===== src/rtl/load_store_unit.sv =====
// RV32I load/store unit: byte/halfword/word loads with extension, and sub-word
// stores done as read-modify-write against a word-addressed data memory.
module load_store_unit (
   input  logic        clk,
   input  logic        rst,
   input  logic        req_valid,
   output logic        req_ready,
   input  logic        req_we,
   input  logic [2:0]  funct3,
   input  logic [31:0] addr,
   input  logic [31:0] wdata,
   output logic        rsp_valid,
   output logic        rsp_err,
   output logic [31:0] rdata,
   output logic        mem_we,
   output logic [31:0] mem_addr,
   output logic [31:0] mem_wdata,
   input  logic [31:0] mem_rdata
);

   typedef enum logic [1:0] {IDLE, ACCESS, WRITE, RESP} state_t;

   state_t      state_q, state_d;
   logic        we_q, we_d;
   logic        err_q, err_d;
   logic [2:0]  funct3_q, funct3_d;
   logic [31:0] addr_q, addr_d;
   logic [31:0] wdata_q, wdata_d;
   logic [31:0] data_q, data_d;

   logic        accept;
   logic        req_err;
   logic        sub_store;
   logic [7:0]  rd_byte;
   logic [15:0] rd_half;
   logic [31:0] load_val;
   logic [31:0] merge_val;

   assign req_ready = (state_q == IDLE) && !rst;
   assign accept    = req_valid && req_ready;
   assign sub_store = we_q && (funct3_q[1:0] != 2'b10);

   // Legality and alignment are judged on the live request at acceptance.
   always_comb begin
      req_err = 1'b0;
      case (funct3)
         3'b000:  req_err = 1'b0;
         3'b001:  req_err = addr[0];
         3'b010:  req_err = (addr[1:0] != 2'b00);
         3'b100:  req_err = req_we;
         3'b101:  req_err = req_we | addr[0];
         default: req_err = 1'b1;
      endcase
   end

   always_comb begin
      rd_byte = mem_rdata[{addr_q[1:0], 3'b000} +: 8];
      rd_half = addr_q[1] ? mem_rdata[31:16] : mem_rdata[15:0];
      case (funct3_q[1:0])
         2'b00:   load_val = {{24{~funct3_q[2] & rd_byte[7]}}, rd_byte};
         2'b01:   load_val = {{16{~funct3_q[2] & rd_half[15]}}, rd_half};
         default: load_val = mem_rdata;
      endcase
      merge_val = mem_rdata;
      if (funct3_q[1:0] == 2'b00)
         merge_val[{addr_q[1:0], 3'b000} +: 8] = wdata_q[7:0];
      else
         merge_val[{addr_q[1], 4'b0000} +: 16] = wdata_q[15:0];
   end

   always_comb begin
      state_d  = state_q;
      we_d     = we_q;
      err_d    = err_q;
      funct3_d = funct3_q;
      addr_d   = addr_q;
      wdata_d  = wdata_q;
      data_d   = data_q;
      case (state_q)
         IDLE: begin
            if (accept) begin
               we_d     = req_we;
               err_d    = req_err;
               funct3_d = funct3;
               addr_d   = addr;
               wdata_d  = wdata;
               data_d   = 32'd0;
               state_d  = req_err ? RESP : ACCESS;
            end
         end
         ACCESS: begin
            // Loads capture the extracted value; sub-word stores capture the merged word.
            if (!we_q)
               data_d = load_val;
            else if (sub_store)
               data_d = merge_val;
            state_d = sub_store ? WRITE : RESP;
         end
         WRITE:   state_d = RESP;
         default: state_d = IDLE;
      endcase
   end

   always_ff @(posedge clk) begin
      if (rst) begin
         state_q  <= IDLE;
         we_q     <= 1'b0;
         err_q    <= 1'b0;
         funct3_q <= 3'd0;
         addr_q   <= 32'd0;
         wdata_q  <= 32'd0;
         data_q   <= 32'd0;
      end else begin
         state_q  <= state_d;
         we_q     <= we_d;
         err_q    <= err_d;
         funct3_q <= funct3_d;
         addr_q   <= addr_d;
         wdata_q  <= wdata_d;
         data_q   <= data_d;
      end
   end

   always_comb begin
      mem_we    = 1'b0;
      mem_addr  = 32'd0;
      mem_wdata = 32'd0;
      rsp_valid = 1'b0;
      rsp_err   = 1'b0;
      rdata     = 32'd0;
      if (state_q == ACCESS || state_q == WRITE)
         mem_addr = {addr_q[31:2], 2'b00};
      if (!rst) begin
         if (state_q == ACCESS && we_q && !sub_store) begin
            mem_we    = 1'b1;
            mem_wdata = wdata_q;
         end else if (state_q == WRITE) begin
            mem_we    = 1'b1;
            mem_wdata = data_q;
         end
         if (state_q == RESP) begin
            rsp_valid = 1'b1;
            rsp_err   = err_q;
            if (!we_q && !err_q)
               rdata = data_q;
         end
      end
   end

endmodule


===== config.mk =====
export PLATFORM = sky130hd
export DESIGN_NAME = load_store_unit
export DESIGN_NICKNAME = d
export VERILOG_FILES = /design/src/rtl/load_store_unit.sv
export SDC_FILE = /design/constraint.sdc
export NUM_CORES = 1
export LEC_CHECK = 0
export ABC_AREA = 1
export BUFFER_PORTS_ARGS = -buffer_cell sky130_fd_sc_hd__buf_2
export CELL_PAD_IN_SITES_DETAIL_PLACEMENT = 0
export CELL_PAD_IN_SITES_GLOBAL_PLACEMENT = 2
export CORE_MARGIN = 1.5
export CORE_UTILIZATION = 24
export CTS_CLUSTER_SIZE = 8
export DETAILED_ROUTE_END_ITERATION = 8
export GPL_TIMING_DRIVEN = 1
export PLACE_DENSITY = 0.81
export SLEW_MARGIN = 20
export SYNTH_ARGS = -nofsm -noshare
export SYNTH_HDL_FRONTEND = slang
export SYNTH_SLANG_ARGS = --single-unit
export TNS_END_PERCENT = 20

===== constraint.sdc =====
create_clock -name clk -period 2 [get_ports clk]
set_input_delay 0.2 -clock clk [delete_from_list [all_inputs] [get_ports clk]]
set_output_delay 0.2 -clock clk [all_outputs]
set_load 0.005 [all_outputs]

[Word-level counts from Yosys, hierarchy flattened]
Index checks and enable logic that the tools add are counted.
Word-level totals
  register bits: 103
  bits of input ports: 103
  output and inout port bits: 100
  logic and storage cells: 75
Cells by class
  add/sub/neg operators: 2
  equality and inequality tests: 11
  shifts and indexed selects: 5
  mux-type cells: 28
  bitwise logic cells: 4
  reductions and logical operators: 18
Operator list (number)
  2-to-1 mux 32 bit: 11
  case mux 32 bit (2 select lines): 2
  bitwise mux 32 bit: 2
  variable shift 16 x 7 -> 32 bit, first input constant: 1
  variable shift 8 x 7 -> 32 bit, first input constant: 1
  variable part select 16 x 7 -> 32 bit: 1
  variable part select 32 x 6 -> 8 bit: 1
  variable part select 8 x 7 -> 32 bit: 1
  2-to-1 mux 16 bit: 1
  negation 5 -> 7 bit: 2
  2-to-1 mux 1 bit: 8
  equality test 3 bit, second input constant: 2
  logical AND 1 bit: 6
  case mux 2 bit (3 select lines): 1
  case mux 1 bit (5 select lines): 1
  equality test 2 x 1 -> 1 bit, second input constant: 2
  equality test 2 bit, second input constant: 2
  zero test 1 bit: 4
  zero test 2 bit: 2
  2-to-1 mux 2 bit: 2
  inequality test 2 bit, second input constant: 2
  nonzero test 2 bit: 2
  equality test 3 x 1 -> 1 bit, second input constant: 1
  equality test 3 x 2 -> 1 bit, second input constant: 1
  other kinds (8): 9

[Depth between registers and ports, before layout]
Gate-level depths: netlist of the first run.
  word-level depth: 7
  depth in mapped cells: 13
  gate-level depth less buffers: 11

[Worst setup path after synthesis of the first run]
Ideal clock, no wire load.
  kind: flip-flop to flip-flop
  start: reg addr_q[1]
  end: reg data_q[23]
  library setup time: 0.070 ns
  data arrival time: 1.956 ns
  required time: 1.930 ns
  path slack: -0.026 ns
  cell stages (with the launch flop): 13
  path buffers: 2
  period minus slack after synthesis: 2.026 ns
  cells stage by stage: dfxtp_1 > inv_2 > buf_2 > buf_2 > ha_1 > inv_1 > nor2_1 > nand3_1 > nand2_1 > o21ai_0 > a21oi_1 > nand2_1 > a21oi_2
Between the ends
  longest elaborated chain between the ends: 7
  elaborated cells on any way between the ends: 17
  classes of those cells: 2 x add/sub; 5 x shift; 8 x mux; 2 x bitwise
RTL lines
  start, declared: line 27  | logic [31:0] addr_q, addr_d;
  start signal, assigned: line 118  | addr_q <= addr_d;
  negation 5 -> 7 bit, on equally long branches: line 68, 66
  variable part select 16 x 7 -> 32 bit (tied with other cells): line 68  | merge_val[{addr_q[1], 4'b0000} +: 16] = wdata_q[15:0];
  bitwise mux 32 bit, on equally long branches: line 68, 66
  2-to-1 mux 32 bit: line 65  | if (funct3_q[1:0] == 2'b00)
  2-to-1 mux 32 bit: line 95  | else if (sub_store)
  2-to-1 mux 32 bit (*): line 93  | if (!we_q)
  case mux 32 bit (2 select lines) (*): line 79  | case (state_q)
  end signal, assigned: line 120  | data_q <= data_d;
  end, declared: line 29  | logic [31:0] data_q, data_d;
Every way passes the cells marked *; elsewhere a longest branch is shown, timed or not. The select of a mux whose other input is x is not followed.
A chain may end at the register's enable or synchronous reset.

[Final worst setup path of the first run]
  start: reg funct3_q[1]
  end: out mem_wdata[0]
Between the ends
  longest elaborated chain between the ends: 6
RTL lines
  start, declared: line 26  | logic [2:0] funct3_q, funct3_d;
  start signal, assigned: line 117  | funct3_q <= funct3_d;
  inequality test 2 bit: line 41  | assign sub_store = we_q && (funct3_q[1:0] != 2'b10);
  logical AND 1 bit: line 41
  zero test 1 bit: line 134  | if (state_q == ACCESS && we_q && !sub_store) begin
  logical AND 1 bit: line 134
  2-to-1 mux 32 bit: line 134
  2-to-1 mux 32 bit: line 133  | if (!rst) begin
  end, declared: line 17  | output logic [31:0] mem_wdata,
Every way passes these cells.

==> results.toml, run 1 <==
[clock_tree]
cts_tree = "done"
clkSinkCount = 103
numCtsBuffers = 9
cts_buffer_depth = 2
htree_num_levels = 3
cts_root_buf = "clkbuf_16"
clkTransAtPathRegs_ns = 0.09
clk_latency_ns = 0.37

[finish]
multi_input_area_um2 = 4170
nets = 1423
regArea_um2 = 2070
mostFrequentLayoutCells = "nand2_1 (342), buf_2 (200), a21oi_1 (121)"
layout_commonest_cell = "nand2_1"
area_growth_pct = 29.0
fill_cells = 3234
drive_gt1_frac = 0.267
finalNonFillerCells = 1701

[floorplanning]
pin_count = 203
dieArea_um2 = 30400
die_y_um = 174
row_count = 62
start_util = 0.245
die_w_um = 174
core-area_um2 = 28800

[routing]
drtIter0Drc = 528
via_per_inst = 4.62
antenna_left = 0
route.detailed.drc = 0
vias = 7853
drt_first_pass_iters = 5
wl_per_cell_um = 16.3
totalWireLength_um = 27700

[worst_hold_path]
min_path_cells = 3
hold_class = "in2reg"
hold_path.startpoint = "addr[18]"
min_to = "addr_q[18]$_SDFFE_PP0P_"

[global_routing]
grtUsageTotal = 0.180
antenna_found_initial = 3
grt-ovfl-total = 0
first_global_vias = 7474
grt_first_pass_wirelength_um = 42600
grt_max_degree = 94

[sta]
drv_slew = 0
skew_ns = 0.0152
relSlewSlack = 0.360
hold_viol = 0
min_period_ns = 2.08
finalSetupViolations = 29
post-route-period-util = 1.04
tightest_slew_ns = 0.958
rsz0062_at_grt = "yes"
fmax_ghz = 0.481
tns_ns = -0.425
fin_ws_ns = -0.0779

[worst_setup_path]
start_kind = "flip-flop"
crit_start = "funct3_q[1]$_SDFFE_PP0P_"
required_ns = 1.80
ff2ff_path_depth = 11
r2r-end = "data_q[21]$_SDFFE_PP0P_"
reg2reg_slack_ns = 0.02
crit_type = "reg2out"
crit_fanout = 16
arrival_ns = 1.88
reg2reg_from = "state_q[0]$_SDFFE_PP0P_"
cp-end-kind = "primary output"

[yosys]
synth_cells = 1134
ys_ff_latch = 103
yosys_most_used_dff = "dfxtp_1"
seq_area_frac_synth = 0.293
synth_cell_type_count = 32
synth_edf_count = 0
synth_warnings = 0
synthArstFlopShare = 0
synthesis.area_um2 = 7050
syn_avg_cell_area_um2 = 6.22

[placed_design]
io_buffers = 200
place_hpwl_um = 20200
dp_cells = 1673
pre_cts_ws_ns = -0.103
globalplace.congestion = 0.834

[power_and_ir_drop]
netSwitchingFraction = 0.455
pwr-share-seq = 0.306
switchingPower_uw = 4050
peakVddDrop_mv = 0.542
powerDensity_nw_per_um2 = 979
power.internal_uw = 4850
p_leak_uw = 0.00439
pwr-share-clk = 0.214
pwr-share-comb = 0.480

[run_status]
status = "finished with violations"
violations = "setup timing"

[flow_run]
maxCapViolCount = 0
worst max-delay path: stages (launching register included):
cell	delay [ns]
dfxtp_4	0.41
clkinv_8	0.06
nor2_4	0.12
nand3_4	0.11
buf_4	0.19
clkbuf_16	0.20
a211oi_2	0.27
buf_2	0.16
stage by stage:
stage / power, uW / cell area, um^2 / hold slack (ns) / util
2_1_floorplan: 5520 / 7050 / 0.310 / -
3_3_place_gp: 6930 / 8560 / 0.394 / 0.297
3_5_place_dp: 6940 / 8560 / 0.398 / 0.297
4_1_cts: 8980 / 9050 / 0.0000778 / 0.315
5_1_grt: 9630 / 9090 / 0.0112 / 0.316
6_report: 8900 / 9090 / 0.0178 / 0.316
metal layers:
layer | share of wire | routed length, um | track usage
met1 | 0.47 | 12900 | 0.238
met2 | 0.45 | 12500 | 0.289
met3 | 0.054 | 1500 | 0.0337
met4 | 0.029 | 807 | 0.0690
met5 | 0.00043 | 12 | 0
final cells by class:
cell class	count	area share
multi-input combinational	823	0.458
sequential	103	0.228
timing repair buffer	249	0.173
inverter	124	0.0528
tap	384	0.0528
clock buffer	9	0.0248
clock inverter	7	0.00977
antenna	2	0.000550
cells by family after synthesis:
logic type	Yosys count	synth area share
compound gates	273	0.239
simple gates	538	0.323
other cells	1	0.000532
fa+ha+maj	10	0.0178
buf+inv	209	0.127
flops	103	0.293
worst max path at each step:
| stage | endpoint | slack [ns] |
|---|---|---|
| final | mem_wdata[0] | -0.08 |
| after global routing | mem_wdata[0] | -0.17 |
| after CTS | mem_wdata[23] | -0.09 |
| after detailed placement | data_q[1]$_SDFFE_PP0P_ | -0.10 |
| after global placement | data_q[0]$_SDFFE_PP0P_ | -0.02 |
| after floorplan | data_q[4]$_SDFFE_PP0P_ | 0.06 |
power by group through the flow:
| stage | logic (uW) | clock network (uW) | registers (uW) |
|---|---|---|---|
| 2_1_floorplan | 2830 | 0 | 2690 |
| 3_3_place_gp | 4180 | 0 | 2750 |
| 3_5_place_dp | 4180 | 0 | 2750 |
| 4_1_cts | 4280 | 1990 | 2720 |
| 5_1_grt | 4800 | 2050 | 2780 |
| 6_report | 4270 | 1900 | 2730 |
registers in the layout, summed over array words and instances, names as in the netlist:
name      count
funct3_q      3
err_q         1
addr_q       32
wdata_q      32
we_q          1
state_q       2
data_q       32
timing repair:
action | CTS | global route
buffers inserted | 3 | 0
hold buffers | 5 | 0
gates resized for setup | 22 | 3
setup endpoints to repair | 40 | 108
gates cloned | 1 | 1
hold endpoints to repair | 5 | 0
pin swaps | 2 | 2
synthesized netlist by cell type, types with 2 or more instances:
| master | instances | area, um^2 |
|---|---|---|
| inv_1 | 116 | 435 |
| buf_1 | 5 | 18.8 |
| nand2_2 | 12 | 75.1 |
| a211oi_1 | 2 | 15.0 |
| nand2_1 | 344 | 1290 |
| nor3_1 | 32 | 160 |
| nand3_1 | 86 | 430 |
| clkbuf_1 | 31 | 116 |
| o211ai_1 | 20 | 150 |
| nor2_2 | 3 | 18.8 |
| a21oi_2 | 11 | 96.3 |
| o21ai_0 | 88 | 440 |
| a211oi_2 | 30 | 375 |
| buf_2 | 39 | 195 |
| nand2_4 | 3 | 33.8 |
| nor2_4 | 2 | 22.5 |
| nor2_1 | 46 | 173 |
| dfxtp_1 | 103 | 2060 |
| ha_1 | 10 | 125 |
| or2_2 | 7 | 43.8 |
| buf_4 | 8 | 60.1 |
| inv_2 | 6 | 22.5 |
| a21oi_1 | 121 | 606 |
Note: power is estimated with default switching activity, not from simulation.
==> run 2, diff against run 1 <==
Settings changed: ABC_AREA 1 to 0, CORE_UTILIZATION 24 to 25.
==> results.toml, run 2 <==
[routing]
via_per_inst = 4.97
vias = 6854
drtIter0Drc = 467
totalWireLength_um = 25800
wl_per_cell_um = 18.7
antenna_left = 0
drt_first_pass_iters = 5
route.detailed.drc = 0

[sta]
fin_ws_ns = -0.0884
relSlewSlack = 0.546
finalSetupViolations = 53
rsz0062_at_grt = "yes"
fmax_ghz = 0.479
drv_slew = 0
skew_ns = 0.00759
min_period_ns = 2.09
post-route-period-util = 1.04
hold_viol = 0
hold_slack_ns = 0.0344
tightest_slew_ns = 0.664

[yosys]
syn_avg_cell_area_um2 = 7.50
netlist.area_leader.share = 0.331
synth_top_area_cell = "dfxtp_1"
netlist_top_cells_count = "nand2_1 (164), dfxtp_1 (103), o21ai_0 (78)"
synth_cells = 829
synth_edf_count = 0
seq_area_frac_synth = 0.331
synth.most_common_cell = "nand2_1"
synth_cell_type_count = 53
synth_warnings = 0
yosys_most_used_dff = "dfxtp_1"
yosys-top-cells-area = "dfxtp_1 (33%), nand2_1 (9.9%), nand2b_1 (6.7%)"
ys_ff_latch = 103
synthesis.area_um2 = 6220
synthArstFlopShare = 0

[floorplanning]
row_count = 57
die_w_um = 161
die_y_um = 161
start_util = 0.255
pin_count = 203
core-area_um2 = 24400
dieArea_um2 = 25800

[worst_hold_path]
min_path_cells = 3
hold_path.startpoint = "addr[30]"
hold_class = "in2reg"
min_to = "addr_q[30]$_SDFFE_PP0P_"

[worst_setup_path]
cp-end-kind = "flip-flop"
start_kind = "flip-flop"
arrival_ns = 2.35
critical_path.top_delay_family = "simple AND/OR/NAND/NOR gates"
slowest_stage = "or4b_4"
reg2reg_from = "state_q[0]$_SDFFE_PP0P_"
required_ns = 2.26
crit_fanout = 16
crit_type = "reg2reg"
reg2reg_slack_ns = -0.09
max_stage_delay_ns = 0.58
ff2ff_path_depth = 8
r2r-end = "data_q[21]$_SDFFE_PP0P_"
cp_cell_sequence = "inv_1, ha_2, nor2b_4, buf_4, or4b_4, nor2_4, a31oi_4, o31ai_1"
cp_num_buf_inv = 2

[run_status]
status = "finished with violations"
violations = "setup timing"

[global_routing]
first_global_vias = 6580
grt_first_pass_wirelength_um = 38600
antenna_found_initial = 1
grtUsageTotal = 0.195
grt_max_degree = 61
grt-ovfl-total = 0

[clock_tree]
clk_latency_ns = 0.35
clkTransAtPathRegs_ns = 0.07
cts_tree = "done"
cts_buffer_depth = 2
clkSinkCount = 103
numCtsBuffers = 9
ctsHoldBuffers = 0
cts_root_buf = "clkbuf_16"
htree_num_levels = 3

[power_and_ir_drop]
p_leak_uw = 0.00369
powerDensity_nw_per_um2 = 951
peakVddDrop_mv = 0.551

[finish]
nets = 1162
mostFrequentLayoutCells = "buf_2 (188), nand2_1 (163), dfxtp_1 (101)"
layout_commonest_cell = "buf_2"
fill_cells = 2657
area_growth_pct = 40.2
top_regs = "addr_q: 32 flops, data_q: 32 flops, wdata_q: 32 flops"
antenna_cells = 0
fin_util = 0.358
drive_gt1_frac = 0.338

[flow_run]
maxCapViolCount = 0

[placed_design]
globalplace.congestion = 0.914
io_buffers = 200
place_hpwl_um = 18500
-- run 2: cell count changes in the layout (fill, tap and decap cells not counted), moves of 25 or more --
cell,change
nand3_1,-86
and2_1,+52
a211oi_2,-32
a21oi_1,-80
nor2_1,-34
nor3_1,-32
inv_1,-95
buf_4,+34
nand2_1,-179
a221oi_1,+25
nand2b_1,+67
-- run 2: where the power goes --
part           internal [uW]  switching, uW  total (uW)  leakage (uW)
Clock                    912            819        1730      0.000136
Sequential              2540            463        3000      0.000845
Combinational           1520           2040        3560       0.00271
Total                   4970           3320        8300       0.00369
-- run 2: metal layers --
| layer | up-vias | track usage | wire length [um] |
|---|---|---|---|
| li1 | 3346 | - | - |
| met1 | 3231 | 0.256 | 11800 |
| met2 | 233 | 0.313 | 11700 |
| met3 | 44 | 0.0421 | 1620 |
| met4 | 0 | 0.0737 | 701 |
| met5 | - | 0 | 0 |
-- run 2: worst reg2reg max path: cells and delay by family, from the launching register on --
kind	cells	cell delay, ns
DFF	1	0.37
adders and majority gates	1	0.19
buffers and inverters	2	0.19
and+or+nand+nor	3	0.85
AOI/OAI and AO/OA	2	0.40
-- run 2: metrics by stage --
stage / instances / cell area [um^2] / setup WS, ns / TNS (ns) / power [uW]
floorplan: 830 / 6330 / -0.0596 / -1.17 / 4880
global placement: 1347 / 8010 / -0.0601 / -0.732 / 6360
detailed placement: 1347 / 8010 / -0.142 / -1.54 / 6380
CTS: 1375 / 8520 / -0.0783 / -1.94 / 8270
global route: 1378 / 8720 / -0.171 / -8.82 / 8840
finish: 1378 / 8720 / -0.0884 / -1.47 / 8300
-- run 2: cell families after synthesis --
kind of cell	Yosys count	synth area share
buffers and inverters	97	0.0642
AND/OR/NAND/NOR	340	0.278
other	1	0.000603
multiplexers	8	0.0131
flip-flops	103	0.331
AO/OA/AOI/OAI	270	0.293
adder cells (fa/ha/maj)	10	0.0201
-- run 2: how the worst max path moves through the flow --
stage,start,to,slack (ns),cells after the start
3_5_place_dp,state_q[0]$_SDFFE_PP0P_,data_q[19]$_SDFFE_PP0P_,-0.14,8
3_3_place_gp,state_q[0]$_SDFFE_PP0P_,data_q[17]$_SDFFE_PP0P_,-0.06,8
6_report,state_q[0]$_SDFFE_PP0P_,data_q[21]$_SDFFE_PP0P_,-0.09,8
4_1_cts,state_q[0]$_SDFFE_PP0P_,rdata[3],-0.08,8
5_1_grt,state_q[1]$_SDFFE_PP0P_,data_q[18]$_SDFFE_PP0P_,-0.17,8
2_1_floorplan,state_q[1]$_SDFFE_PP0P_,data_q[22]$_SDFFE_PP0P_,-0.06,10
-- run 2: area by class of cell --
type / count / area (um^2) / share of cell area
Clock buffer: 13 / 260 / 0.0298
Clock inverter: 3 / 17.5 / 0.00201
Inverter: 23 / 86.3 / 0.00990
Multi-Input combinational cell: 630 / 4040 / 0.463
Sequential cell: 103 / 2070 / 0.237
Tap cell: 324 / 405 / 0.0465
Timing Repair Buffer: 282 / 1850 / 0.212
-- run 2: timing repair --
item	CTS	global route
setup endpoints to repair	87	96
resized for setup	33	43
setup buffers	9	3
cloned	4	0
pin swaps	16	15
